### src/rtl/pulse_voice.sv
// pulse_voice: phase-accumulated pulse wave whose amplitude is envelope x GAIN.
// Produces one signed sample per strobe and hands it to the mixer over valid/ready.
module pulse_voice #(
  parameter int SAMPLE_WIDTH = 16,
  parameter int GAIN = 64
) (
  input  logic                           i_clk,
  input  logic                           i_rst_n,
  input  logic                           i_sample_stb,
  input  logic [31:0]                    i_phase_delta,
  input  logic [7:0]                     i_top,
  input  logic                           i_top_valid,
  input  logic [8:0]                     i_envelope,
  output logic signed [SAMPLE_WIDTH-1:0] o_sample,
  output logic                           o_sample_valid,
  input  logic                           i_sample_ready,
  output logic                           o_overrun
);
  typedef enum logic [1:0] {IDLE, MUL, SAT, HOLD} state_t;
  localparam logic [15:0] G = 16'(GAIN);
  localparam int MAX = 2 ** (SAMPLE_WIDTH - 1) - 1;
  state_t state, state_nxt;
  logic [31:0] r_phase;
  logic [7:0] r_thresh;
  logic [32:0] sum;
  logic pol, pol_q, rest_q;
  logic [8:0] env;
  logic [15:0] acc;
  logic [3:0] cnt;
  logic [SAMPLE_WIDTH-1:0] mag;
  assign sum = {1'b0, r_phase} + {1'b0, i_phase_delta};
  assign pol = r_phase[31:24] <= r_thresh;
  assign mag = acc > 16'(MAX) ? SAMPLE_WIDTH'(MAX) : SAMPLE_WIDTH'(acc);
  // Duty threshold only reloads on a wrapping strobe so a period is never split
  always_ff @(posedge i_clk or negedge i_rst_n)
    if (!i_rst_n) begin
      r_phase  <= '0;
      r_thresh <= 8'd127;
    end else if (i_sample_stb) begin
      r_phase <= sum[31:0];
      if (sum[32] && i_top_valid) r_thresh <= i_top >> 1;
    end
  always_ff @(posedge i_clk or negedge i_rst_n)
    if (!i_rst_n) state <= IDLE;
    else state <= state_nxt;
  always_comb begin
    state_nxt = state;
    case (state)
      IDLE:    state_nxt = i_sample_stb ? MUL : IDLE;
      MUL:     state_nxt = cnt == 4'd8 ? SAT : MUL;
      SAT:     state_nxt = HOLD;
      default: state_nxt = i_sample_ready ? IDLE : HOLD;
    endcase
  end
  always_comb o_sample_valid = state == HOLD;
  always_ff @(posedge i_clk or negedge i_rst_n)
    if (!i_rst_n) begin
      env       <= '0;
      pol_q     <= 1'b0;
      rest_q    <= 1'b0;
      acc       <= '0;
      cnt       <= '0;
      o_sample  <= '0;
      o_overrun <= 1'b0;
    end else begin
      o_overrun <= i_sample_stb && state != IDLE;
      if (state == IDLE && i_sample_stb) begin
        env    <= i_envelope;
        pol_q  <= pol;
        rest_q <= i_phase_delta == 32'd0;
        acc    <= '0;
        cnt    <= '0;
      end
      if (state == MUL) begin
        acc <= acc + (env[cnt] ? G << cnt : 16'd0);
        cnt <= cnt + 4'd1;
      end
      if (state == SAT) o_sample <= rest_q ? '0 : pol_q ? mag : -mag;
    end
endmodule

### config.mk
export PLATFORM = sky130hd
export DESIGN_NAME = pulse_voice
export DESIGN_NICKNAME = d
export VERILOG_FILES = /design/src/rtl/pulse_voice.sv
export SDC_FILE = /design/constraint.sdc
export NUM_CORES = 1
export LEC_CHECK = 0
export CAP_MARGIN = 40
export CELL_PAD_IN_SITES_DETAIL_PLACEMENT = 1
export CELL_PAD_IN_SITES_GLOBAL_PLACEMENT = 2
export CORE_MARGIN = 1.5
export CORE_UTILIZATION = 32
export CTS_BUF_LIST = sky130_fd_sc_hd__clkbuf_16
export CTS_CLUSTER_SIZE = 40
export DETAILED_ROUTE_END_ITERATION = 6
export HOLD_SLACK_MARGIN = 0.12
export MAX_ROUTING_LAYER = met4
export PLACE_DENSITY_LB_ADDON = 0.08
export SLEW_MARGIN = 20
export SYNTH_ARGS = -nofsm -noshare
export SYNTH_HDL_FRONTEND = slang
export SYNTH_SLANG_ARGS = --single-unit
### constraint.sdc
create_clock -name i_clk -period 3 [get_ports i_clk]
set_clock_uncertainty 0.2 [all_clocks]
set_input_delay 0.6 -clock i_clk [delete_from_list [all_inputs] [get_ports i_clk]]
set_output_delay 0.6 -clock i_clk [all_outputs]
set_load 0.05 [all_outputs]
==> summary.txt <==
Clocking
  • Clock sink count: 79
  • Worst-Skew Late Latency: 350 ps
  • H-Tree Depth: 3
  • CTS Buf Count: 9
  • CTS Root Cell: clkbuf_16
  • Clock slew seen by the registers of the worst setup and hold paths: about 60 ps
  • TritonCTS clock tree: yes
  • Max clock buf depth: 2

STA
  • Final hold violation count: 0
  • Worst-Margin Slew: between 600 and 700 ps
  • Final Setup Violations: 0
  • Final Max Slew Viols: 0
  • Final setup TNS: 0 ps
  • Fmax: 335 MHz
  • Final worst path period need: between 2000 and 3000 ps
  • Period utilisation layout: between 90 and 100%
  • Max-slew headroom: a little over half
  • RSZ-0062 raised after global routing: true

Place
  • Post-DP HPWL: 16300 µm
  • Post-Place Cells: around 1100
  • RePlAce Congestion: around 0.85
  • Number of I/O port buffers: 70

Synthesis
  • Asr flop ratio synth: 100%
  • Mapped Cells: 690
  • Avg Inst Size Synth: 8.89 µm²
  • Synth warnings: 0
  • Number of library cell types mapped by synthesis: 66
  • Post-synth EDFFs: 0
  • Main flop type after synthesis: dfrtp_1
  • Mapped Area: slightly above 6000 µm²
  • Seq/Total Area, Yosys: between 30 and 40%
  • Post-synthesis register bit count: around 80
  • Post-synthesis net count: between 800 and 900

Power
  • Total power: slightly below 10 mW
  • Sequential share of power: 21.9%
  • Logic pwr share: between 60% and 70%
  • Psw: 4.29 mW
  • Switching Fraction: 44.7%
  • Clock share of power: 11.9%
  • Leak Pwr: 3.78 nW
  • Internal power: between 5 and 6 mW
  • Worst vdd ir: between 300 and 400 µV
  • Power density over cell area: ~1100 nW/µm²

Final layout
  • Fin cells: 1126
  • Layout cells sized above 1: 28.0%
  • P&R area growth vs syn: 40.6%
  • Final Net Count: between 900 and 1000
  • Ant diodes: 0
  • Core Util, Final: 45.9%

Die
  • Core Rows: 50
  • Core region area: 18800 µm²
  • Full die area: about 20000 µm²
  • Die height: about 140 µm
  • Initial Util: 32.7%
  • Top-level I/O count: slightly above 70
  • Die W: roughly 140 µm

Global routing
  • Number of global-route vias before repair: approximately 6500
  • Pin count of the biggest net entering global routing: 44
  • First-pass GRT wire length: about 34000 µm
  • Initial antenna violation count: 0
  • GRT overflow: 0
  • Total GRT Usage: between 20% and 30%

Setup path
  • CP Data Required Time: 3020 ps
  • Arrival @ worst endpoint: about 3000 ps
  • Critical-path maximum fanout: 4
  • Worst Path Class, Setup: reg -> reg
  • Nature of the critical path startpoint: flop
  • Setup crit end kind: flop

Routing
  • DRC errors left: 0
  • First-iteration detailed-routing DRC count: around 200
  • Final ANT Viol Nets: 0
  • Final WL: between 20000 and 25000 µm
  • Via count: around 6100
  • Number of detailed-route iterations in the first pass: 4
  • Post-DR vias/cell: 5.42
  • Drt wl/cell: around 18 µm

Job
  • MaxCap Viol Count: 0

Min path
  • Hold Path Class: reg -> reg

Run status
  • Outcome: completed
==> critical path, cell delays in order (launching register included) <==
cell and delay [ps]:
dfrtp_1 420, mux4_2 580, nand2_2 100, a21oi_2 70, and3_4 170, ha_4 230, nor2b_2 140, o21a_1 180
o21a_1 200, o211ai_1 280, a2111oi_2 110, nand3b_1 170
==> sequential cells by signal, indices dropped and copies added, names as in the netlist <==
name       flops
acc           10
env            9
o_sample      12
o_overrun      1
state          2
r_thresh       7
cnt            4
pol_q          1
r_phase       32
rest_q         1
==> final cells by class <==
cell class                 instances  area [µm²]
fill                            2227       10200
multi-input combinational        548        4100
sequential                        79        1990
timing repair buffer             218        1830
tap                              234         293
clock buffer                       9         225
inverter                          31         116
clock inverter                     7        71.3
==> layer usage <==
| metal | wire, µm | part of all wire, % | track usage [%] | vias up |
|---|---|---|---|---|
| li1 | - | - | - | 2955 |
| met4 | 228 | 1.1 | 4.94 | 0 |
| met5 | 0 | 0 | - | - |
| met1 | 9670 | 47 | 27.5 | 3064 |
| met3 | 537 | 2.6 | 3.10 | 17 |
| met2 | 10300 | 50 | 37.8 | 66 |
==> power by group through the flow <==
stage,combinational [mW],clock [mW],sequential (mW)
floorplan,3.54,0,2.17
global placement,5.87,0,2.08
detailed placement,6.09,0,2.10
CTS,6.27,1.19,2.11
global route,7.04,1.22,2.18
finish,6.35,1.15,2.11
==> logic make-up after synthesis <==
group                    count (synthesis)  share of synthesized area, %
XOR/XNOR                                28                          4.00
buffers and inverters                   63                          4.31
AO/OA/AOI/OAI                          210                          22.6
adder cells (fa/ha/maj)                 58                          12.1
flip-flops                              79                          32.4
AND/OR/NAND/NOR                        216                          17.2
multiplexers                            36                          7.39
==> synth_stat cells, types with 3 or more instances <==
| cell type | n | share of area (%) |
|---|---|---|
| o31ai_1 | 10 | 1.2 |
| xnor2_1 | 16 | 2.3 |
| nand4_1 | 14 | 1.4 |
| a22o_1 | 7 | 1.0 |
| buf_2 | 4 | 0.33 |
| a211oi_1 | 9 | 1.1 |
| and2_1 | 7 | 0.71 |
| nor3b_1 | 3 | 0.37 |
| nor3_1 | 18 | 1.5 |
| a21o_1 | 11 | 1.3 |
| dfstp_2 | 7 | 3.0 |
| a31o_2 | 3 | 0.43 |
| o21ai_0 | 45 | 3.7 |
| nor2b_1 | 6 | 0.61 |
| mux2_4 | 7 | 1.7 |
| o21bai_1 | 5 | 0.61 |
| xor2_1 | 12 | 1.7 |
| a22oi_1 | 6 | 0.73 |
| a31oi_1 | 7 | 0.71 |
| nor4_1 | 9 | 0.92 |
| nand2b_1 | 5 | 0.51 |
| o311ai_0 | 3 | 0.43 |
| dfrtp_1 | 72 | 29 |
| o21a_1 | 9 | 1.1 |
| a311o_1 | 4 | 0.65 |
| nand3_1 | 23 | 1.9 |
| a21oi_1 | 58 | 4.7 |
| nand2_1 | 58 | 3.6 |
| ha_1 | 56 | 11 |
| nor2_1 | 51 | 3.1 |
| buf_4 | 4 | 0.49 |
| clkbuf_1 | 22 | 1.3 |
| inv_1 | 31 | 1.9 |
| or3_1 | 5 | 0.51 |
| and3_1 | 4 | 0.41 |
| mux2_2 | 26 | 4.8 |
| a2111oi_0 | 6 | 0.86 |
| o211ai_1 | 8 | 0.98 |
==> through the flow <==
stage	hold WS (ps)	area, µm²	setup slack, ps
6_report	286	8620	17.6
5_1_grt	323	8620	-133
4_1_cts	293	8500	-45.1
3_5_place_dp	279	8050	-671
3_3_place_gp	274	8040	-600
2_1_floorplan	104	6130	3.63
==> timing repair <==
item / 4_1_cts / 5_1_grt
buffers inserted: 4 / 2
gates cloned: 0 / 0
hold buffers: 1 / 0
gates resized for setup: 32 / 25
endpoints found under the setup margin: 21 / 22
endpoints found under the hold margin: 36 / 0
pin swaps: 17 / 17
==> worst paths after layout <==
path | start | to | slack (ps) | depth (start not counted)
worst min-delay path | o_sample[0]$_DFFE_PN0P_ | o_sample[0]$_DFFE_PN0P_ | 290 | 1
max in group asynchronous | i_rst_n | r_thresh[2]$_DFFE_PN1P_ | 1330 | 3
min in group asynchronous | i_rst_n | acc[11]$_DFFE_PN0P_ | 580 | 2
worst max-delay path | cnt[0]$_DFFE_PN0P_ | acc[14]$_DFFE_PN0P_ | 20 | 11
worst max register to register | cnt[0]$_DFFE_PN0P_ | acc[14]$_DFFE_PN0P_ | 20 | 11
worst min register to register | o_sample[0]$_DFFE_PN0P_ | o_sample[0]$_DFFE_PN0P_ | 290 | 1
==> cells in the final DEF (no fill, tap or decap), types with 7 or more instances in the layout <==
cell type        Yosys  routed
buf_4                4     144
dfrtp_1             72      72
clkdlybuf4s50_1      0      62
nand2_1             58      57
a21oi_1             58      53
nor2_1              51      49
ha_1                56      46
o21ai_0             45      38
inv_1               31      29
mux2_2              26      26
nand3_1             23      23
nor3_1              18      17
xnor2_1             16      16
nand4_1             14      14
xor2_1              12      12
a21o_1              11      11
o21a_1               9       9
o31ai_1             10       9
nor4_1               9       9
clkbuf_16            0       9
o211ai_1             8       8
o21ai_1              2       8
and2_1               7       7
a31oi_1              7       7
a22o_1               7       7
mux2_4               7       7
ha_4                 0       7
dfstp_2              7       7
Note: power is estimated with default switching activity, not from simulation.
